`src/rtl/time_set_ctrl_pkg.sv`:
```
// Shared types and limits for the clock/alarm timekeeping controller.
package clock_pkg;

  typedef enum logic [2:0] {
    RUN      = 3'd0,
    SET_HR   = 3'd1,
    SET_MIN  = 3'd2,
    SET_AHR  = 3'd3,
    SET_AMIN = 3'd4
  } mode_t;

  localparam int unsigned HR_MAX  = 23;
  localparam int unsigned MIN_MAX = 59;
  localparam int unsigned SEC_MAX = 59;

  // Value a field takes after one increment with wrap at max.
  function automatic logic [5:0] wrap_inc(input logic [5:0] v, input logic [5:0] max);
    return (v == max) ? 6'd0 : v + 6'd1;
  endfunction

endpackage

```
`src/rtl/time_set_ctrl_if.sv`:
```
// Button/tick inputs and time/alarm outputs of the timekeeping controller.
interface time_set_ctrl_if;
  logic       tick;
  logic       btn_mode;
  logic       btn_up;
  logic       btn_down;
  logic       btn_alarm;
  logic [4:0] hours;
  logic [5:0] minutes;
  logic [5:0] seconds;
  logic [4:0] alm_hours;
  logic [5:0] alm_minutes;
  logic [2:0] mode;
  logic       alarm_en;
  logic       alarm_ring;

  modport master (
    output tick, btn_mode, btn_up, btn_down, btn_alarm,
    input  hours, minutes, seconds, alm_hours, alm_minutes, mode, alarm_en, alarm_ring
  );

  modport slave (
    input  tick, btn_mode, btn_up, btn_down, btn_alarm,
    output hours, minutes, seconds, alm_hours, alm_minutes, mode, alarm_en, alarm_ring
  );
endinterface

```
`src/rtl/time_set_ctrl_wrap_counter.sv`:
```
// Modulo (MAX+1) up/down counter with clear and increment carry-out.
module wrap_counter #(
  parameter int unsigned MAX = 59,
  parameter int unsigned W   = 6
) (
  input  logic         clk,
  input  logic         rst_n,
  input  logic         inc,
  input  logic         dec,
  input  logic         clr,
  output logic [W-1:0] q,
  output logic         carry
);

  localparam logic [W-1:0] MAXV = W'(MAX);

  logic [W-1:0] q_q, q_d;

  always_comb begin
    q_d = q_q;
    if (clr) begin
      q_d = '0;
    end else if (inc && !dec) begin
      q_d = (q_q == MAXV) ? '0 : q_q + W'(1);
    end else if (dec && !inc) begin
      q_d = (q_q == '0) ? MAXV : q_q - W'(1);
    end
  end

  // A clear overrides the increment, so no carry escapes on that cycle.
  assign carry = inc && !dec && !clr && (q_q == MAXV);
  assign q     = q_q;

  always_ff @(posedge clk or negedge rst_n) begin
    if (!rst_n) q_q <= '0;
    else        q_q <= q_d;
  end

endmodule

```
`src/rtl/time_set_ctrl.sv`:
```
// Running time, alarm time, setting-mode FSM and alarm ring control.
module time_set_ctrl
  import clock_pkg::*;
#(
  parameter int unsigned RING_SEC = 60
) (
  input  logic           clk,
  input  logic           rst,
  time_set_ctrl_if.slave bus
);

  localparam int unsigned CW = $clog2(RING_SEC + 1);

  mode_t          state_q, state_d;
  logic           en_q, en_d;
  logic           ring_q, ring_d;
  logic [CW-1:0]  cnt_q, cnt_d;

  logic [4:0] hr, ahr;
  logic [5:0] mn, sc, amn;
  logic       sec_c, min_c, hr_c, ahr_c, amin_c;
  logic       run_time, tick_run, up_e, dn_e, trig;
  logic [5:0] nxt_min, nxt_hr;
  logic       unused_carry;

  assign run_time = (state_q != SET_HR) && (state_q != SET_MIN);
  assign tick_run = bus.tick && run_time;
  assign up_e     = bus.btn_up && !bus.btn_down && !bus.btn_mode;
  assign dn_e     = bus.btn_down && !bus.btn_up && !bus.btn_mode;

  wrap_counter #(.MAX(SEC_MAX), .W(6)) u_sec (
    .clk(clk), .rst_n(rst),
    .inc(tick_run), .dec(1'b0), .clr(bus.btn_mode && (state_q == RUN)),
    .q(sc), .carry(sec_c)
  );

  wrap_counter #(.MAX(MIN_MAX), .W(6)) u_min (
    .clk(clk), .rst_n(rst),
    .inc(sec_c || ((state_q == SET_MIN) && up_e)),
    .dec((state_q == SET_MIN) && dn_e), .clr(1'b0),
    .q(mn), .carry(min_c)
  );

  // Manual minute wrap must not reach hours; time only runs outside SET_HR/SET_MIN.
  wrap_counter #(.MAX(HR_MAX), .W(5)) u_hr (
    .clk(clk), .rst_n(rst),
    .inc((min_c && run_time) || ((state_q == SET_HR) && up_e)),
    .dec((state_q == SET_HR) && dn_e), .clr(1'b0),
    .q(hr), .carry(hr_c)
  );

  wrap_counter #(.MAX(MIN_MAX), .W(6)) u_amin (
    .clk(clk), .rst_n(rst),
    .inc((state_q == SET_AMIN) && up_e),
    .dec((state_q == SET_AMIN) && dn_e), .clr(1'b0),
    .q(amn), .carry(amin_c)
  );

  wrap_counter #(.MAX(HR_MAX), .W(5)) u_ahr (
    .clk(clk), .rst_n(rst),
    .inc((state_q == SET_AHR) && up_e),
    .dec((state_q == SET_AHR) && dn_e), .clr(1'b0),
    .q(ahr), .carry(ahr_c)
  );

  assign unused_carry = hr_c ^ ahr_c ^ amin_c;

  // Compare against the time this tick is about to produce, so ring rises with it.
  assign nxt_min = wrap_inc(mn, 6'(MIN_MAX));
  assign nxt_hr  = (mn == 6'(MIN_MAX)) ? wrap_inc({1'b0, hr}, 6'(HR_MAX)) : {1'b0, hr};
  assign trig    = sec_c && en_q && (nxt_min == amn) && (nxt_hr == {1'b0, ahr});

  always_comb begin
    state_d = state_q;
    case (state_q)
      RUN:      if (bus.btn_mode) state_d = SET_HR;
      SET_HR:   if (bus.btn_mode) state_d = SET_MIN;
      SET_MIN:  if (bus.btn_mode) state_d = SET_AHR;
      SET_AHR:  if (bus.btn_mode) state_d = SET_AMIN;
      SET_AMIN: if (bus.btn_mode) state_d = RUN;
      default:  state_d = RUN;
    endcase
  end

  always_comb begin
    en_d   = en_q;
    ring_d = ring_q;
    cnt_d  = cnt_q;
    if (ring_q && bus.tick) begin
      if (cnt_q == CW'(RING_SEC - 1)) begin
        ring_d = 1'b0;
        cnt_d  = '0;
      end else begin
        cnt_d = cnt_q + CW'(1);
      end
    end
    if (trig) begin
      ring_d = 1'b1;
      cnt_d  = '0;
    end
    if (bus.btn_alarm) begin
      if (ring_q || trig) begin
        ring_d = 1'b0;
        cnt_d  = '0;
      end else begin
        en_d = !en_q;
      end
    end
  end

  always_ff @(posedge clk or negedge rst) begin
    if (!rst) begin
      state_q <= RUN;
      en_q    <= 1'b0;
      ring_q  <= 1'b0;
      cnt_q   <= '0;
    end else begin
      state_q <= state_d;
      en_q    <= en_d;
      ring_q  <= ring_d;
      cnt_q   <= cnt_d;
    end
  end

  assign bus.hours       = hr;
  assign bus.minutes     = mn;
  assign bus.seconds     = sc;
  assign bus.alm_hours   = ahr;
  assign bus.alm_minutes = amn;
  assign bus.mode        = state_q;
  assign bus.alarm_en    = en_q;
  assign bus.alarm_ring  = ring_q;

endmodule

```
`src/flat_wrapper.sv`:
```
// flat-port wrapper written by rule: the top's interface ports become plain ports
module time_set_ctrl_flat import clock_pkg::*;
#(
  parameter int unsigned RING_SEC = 60
)
  (clk, rst, bus_tick, bus_btn_mode, bus_btn_up, bus_btn_down, bus_btn_alarm, bus_hours, bus_minutes, bus_seconds, bus_alm_hours, bus_alm_minutes, bus_mode, bus_alarm_en, bus_alarm_ring);
  time_set_ctrl_if bus_i ();
  input  logic clk;
  input  logic rst;
  input wire logic [$bits(bus_i.tick)-1:0] bus_tick;
  input wire logic [$bits(bus_i.btn_mode)-1:0] bus_btn_mode;
  input wire logic [$bits(bus_i.btn_up)-1:0] bus_btn_up;
  input wire logic [$bits(bus_i.btn_down)-1:0] bus_btn_down;
  input wire logic [$bits(bus_i.btn_alarm)-1:0] bus_btn_alarm;
  output wire logic [$bits(bus_i.hours)-1:0] bus_hours;
  output wire logic [$bits(bus_i.minutes)-1:0] bus_minutes;
  output wire logic [$bits(bus_i.seconds)-1:0] bus_seconds;
  output wire logic [$bits(bus_i.alm_hours)-1:0] bus_alm_hours;
  output wire logic [$bits(bus_i.alm_minutes)-1:0] bus_alm_minutes;
  output wire logic [$bits(bus_i.mode)-1:0] bus_mode;
  output wire logic [$bits(bus_i.alarm_en)-1:0] bus_alarm_en;
  output wire logic [$bits(bus_i.alarm_ring)-1:0] bus_alarm_ring;
  assign bus_i.tick = bus_tick;
  assign bus_i.btn_mode = bus_btn_mode;
  assign bus_i.btn_up = bus_btn_up;
  assign bus_i.btn_down = bus_btn_down;
  assign bus_i.btn_alarm = bus_btn_alarm;
  assign bus_hours = bus_i.hours;
  assign bus_minutes = bus_i.minutes;
  assign bus_seconds = bus_i.seconds;
  assign bus_alm_hours = bus_i.alm_hours;
  assign bus_alm_minutes = bus_i.alm_minutes;
  assign bus_mode = bus_i.mode;
  assign bus_alarm_en = bus_i.alarm_en;
  assign bus_alarm_ring = bus_i.alarm_ring;
  time_set_ctrl #(.RING_SEC(RING_SEC)) u_core (.clk(clk), .rst(rst), .bus(bus_i));
endmodule
```
`config.mk`:
```
export PLATFORM = sky130hd
export DESIGN_NAME = time_set_ctrl_flat
export DESIGN_NICKNAME = d
export VERILOG_FILES = /design/src/rtl/time_set_ctrl_pkg.sv /design/src/rtl/time_set_ctrl_if.sv /design/src/rtl/time_set_ctrl_wrap_counter.sv /design/src/rtl/time_set_ctrl.sv /design/src/flat_wrapper.sv
export SDC_FILE = /design/constraint.sdc
export NUM_CORES = 1
export LEC_CHECK = 0
export CAP_MARGIN = 20
export CORE_MARGIN = 8
export CORE_UTILIZATION = 50
export CTS_BUF_LIST = sky130_fd_sc_hd__clkbuf_8
export DETAILED_ROUTE_END_ITERATION = 8
export PLACE_DENSITY = 0.73
export SLEW_MARGIN = 10
export SYNTH_ARGS = -nofsm -noshare
export SYNTH_HDL_FRONTEND = slang
export SYNTH_SLANG_ARGS = --single-unit
```
`constraint.sdc`:
```
create_clock -name clk -period 9.9 [get_ports clk]
set_clock_uncertainty 0.2 [all_clocks]
set_input_delay 1.98 -clock clk [delete_from_list [all_inputs] [get_ports clk]]
set_output_delay 1.98 -clock clk [all_outputs]
set_load 0.1 [all_outputs]
```
==> reports/summary.txt <==
DR vias: 2886
GRT Total Usage: 17.9%
Post-Layout Cell Count: 481
Post-synth EDFFs: 0
Syn Nets: 409
Rel. slew slack: 34.4%
Full die area: 8960 sq um
Global route hottest layer: met2
Final TNS setup: 0 ns
Crit path required time: 9.88 ns
Initial DRC Count: 185
Synthesis Warnings: 0
Final Hold Viols: 0
Syn avg cell area: 8.02 sq um
Sequential area share after synthesis: 31.5%
Root Buffer: clkbuf_8
Clock-pin slew on the worst setup and hold paths: 0.08 ns
Die Span Y: 94.7 microns
Setup Buffers After CTS: 0
Main combinational cell family by area after synthesis: simple AND/OR/NAND/NOR gates
Synth top area cells: dfrtp_1 32%, ha_1 6.5%, o21ai_0 6.3%
Status: complete, no violations
Synth Instances: 386
Unrepaired setup endpoints after global routing: no
CTS H-Tree Depth: 2
Slew @ Worst Pin: 0.982 ns
Mux cell area share after synthesis: 1.62%
Initial Util: 52.0%
FP Rows: 28
WL per Instance: 15.9 microns
Worst hold path class: reg2reg
Routability Congestion: 0.898
Placed cells: 473
Main flop type after synthesis: dfrtp_1
Post-synthesis compound-gate area fraction: 23.2%
Remaining global-route overflow: 0
CTS tree: built
Total CTS buffers: 5
Max frequency: 198 MHz
Storage cell area: 976 sq um
Adder-Cell Fraction of Synth Area: 6.47%
CP cell instances: clkdlybuf4s50_1 -> or4b_2 -> o21ai_0 -> ha_1 -> nand3_1 -> o21ai_0 -> a32o_1 -> ha_1 -> nor2_1 -> o31a_1 -> o21ai_0 -> o21ai_0
WL final: 7.67 mm
Clock Tree Buf Depth: 2
Place WS: 4.55 ns
# resized after CTS: 0
Hold-fix buffers at CTS: 0
Worst-path fanout max: 15
Post-DP HPWL: 5.45 mm
# Max-Cap Violations: 0
Worst-skew pair later-pin latency: 0.30 ns
Grt met3 use: 3.10%
Ys async rst share: 100%
CTS Sinks: 39
Crit path kind: in2reg
I/O Buffers: 39
Post-Synth XOR/XNOR Area: 5.94%
Met2 usage: 29.4%
Initial antenna violation count: 0
Final Max Tran Viols: 0
Total of fill cells in the finished design: 535
Global-route wire length before repair: 13.2 mm
Crit path DAT: 5.04 ns
DRT antenna net count: 0
Ports: 40
Slowest stage cell, crit path: or4b_2
Flops & latches, synth: 39
Final setup margin: 4.84 ns
Minimum clock period after layout: 5.06 ns
Synth cell count leaders: 39 x dfrtp_1, 39 x o21ai_0, 37 x nor2_1
Post-synth top area cell: dfrtp_1
Drt pass-1 iters: 5
Critical Path Max Stage Delay: 0.74 ns
Yosys cell types: 61
Antenna diode count: 0
Multi-input logic area: 1940 sq um
Post-Synth Simple-Gate Area: 25.4%
CP endpoint kind: register
Die width: 94.7 microns
Vias/cell: 6.00
Global-route track usage on met1: 23.2%
Vias in the first global route: 2699
Core area: 5960 sq um
DR DRC count: 0
Final setup viols: 0
Startpoint Class: input pin
Final period util: 51.1%
Cell mode on critical path: o21ai_0
Synth-to-Final Area Change: 16.2%
Layout cells sized above 1: 4.93%
Nets@finish: 428
Mapped Area: 3090 sq um
Largest net degree at the start of global routing: 40
Post-synth top area share: 31.5%
cell type report:
type	count	share of cell area, %
well taps	75	2.61
multi-input cells	302	53.8
clock buffers	5	1.91
flip-flops and latches	39	27.1
repair buffers	39	10.7
inverters	18	1.88
clock inverters	3	1.88
logic make-up after synthesis:
kind of cell | Yosys count
flops | 39
fa+ha+maj | 16
simple gates | 147
xor+xnor | 21
buf+inv | 45
mux | 5
compound gates | 113
layer usage:
| metal | up-vias | part of all wire (%) |
|---|---|---|
| li1 | 1435 | - |
| met1 | 1367 | 47 |
| met2 | 75 | 48 |
| met3 | 9 | 4.5 |
| met4 | 0 | 1.4 |
| met5 | - | 0 |
final timing paths:
kind	slack [ns]	endpoint	start	depth (start not counted)
worst min register to register	0.36	u_core.u_sec.q[0]$_DFFE_PN0P_	u_core.u_sec.q[0]$_DFFE_PN0P_	1
worst max register to register	6.60	u_core.u_hr.q[3]$_DFFE_PN0P_	u_core.bus.mode[2]$_DFFE_PN0P_	11
worst min-delay path	0.36	u_core.u_sec.q[0]$_DFFE_PN0P_	u_core.u_sec.q[0]$_DFFE_PN0P_	1
max in group asynchronous	7.35	u_core.u_amin.q[1]$_DFFE_PN0P_	rst	1
worst max-delay path	4.84	u_core.u_hr.q[3]$_DFFE_PN0P_	bus_btn_mode	12
min in group asynchronous	1.59	u_core.u_sec.q[5]$_DFFE_PN0P_	rst	1
flip-flops by register name (all words and copies together) (netlist names):
| register | count |
|---|---|
| u_core.bus.alarm_en | 1 |
| u_core.bus.alarm_ring | 1 |
| u_core.u_ahr.q | 5 |
| u_core.cnt_q | 6 |
| u_core.u_min.q | 6 |
| u_core.bus.mode | 3 |
| u_core.u_sec.q | 6 |
| u_core.u_amin.q | 6 |
| u_core.u_hr.q | 5 |
layout by cell type, fill, tap and decap left out, drive strengths merged, types with 3 or more instances in the layout:
| cell type | count |
|---|---|
| xnor2 | 9 |
| nand3b | 4 |
| nor3b | 4 |
| a32oi | 3 |
| and4b | 3 |
| ha | 16 |
| nand2 | 32 |
| clkdlybuf4s50 | 38 |
| o211ai | 6 |
| nand3 | 9 |
| nand2b | 6 |
| nor2b | 7 |
| or3 | 4 |
| o31ai | 5 |
| nor2 | 37 |
| nor4 | 4 |
| and3 | 4 |
| inv | 18 |
| dfrtp | 39 |
| clkbuf | 5 |
| a32o | 3 |
| a31oi | 4 |
| nand4 | 7 |
| xor2 | 12 |
| nor3 | 16 |
| o21ai | 39 |
| a21oi | 29 |
| mux2i | 5 |
metrics by stage:
stage               hold WS (ns)  instance area [sq um]  utilization (%)
floorplan                  0.325                   3090                -
global placement           0.338                   3460             58.1
detailed placement         0.350                   3460             58.1
CTS                        0.365                   3590             60.4
global route               0.401                   3590             60.4
finish                     0.361                   3590             60.4
worst max-delay path, delay by kind of cell:
kind | cells | cell delay (ns)
compound gates | 6 | 0.78
simple gates | 3 | 0.97
fa+ha+maj | 2 | 0.80
buf+inv | 1 | 0.51
Power is left out: the tool's default activity adds up to more than one toggle a clock period on the data nets, which glitch-free logic cannot reach.
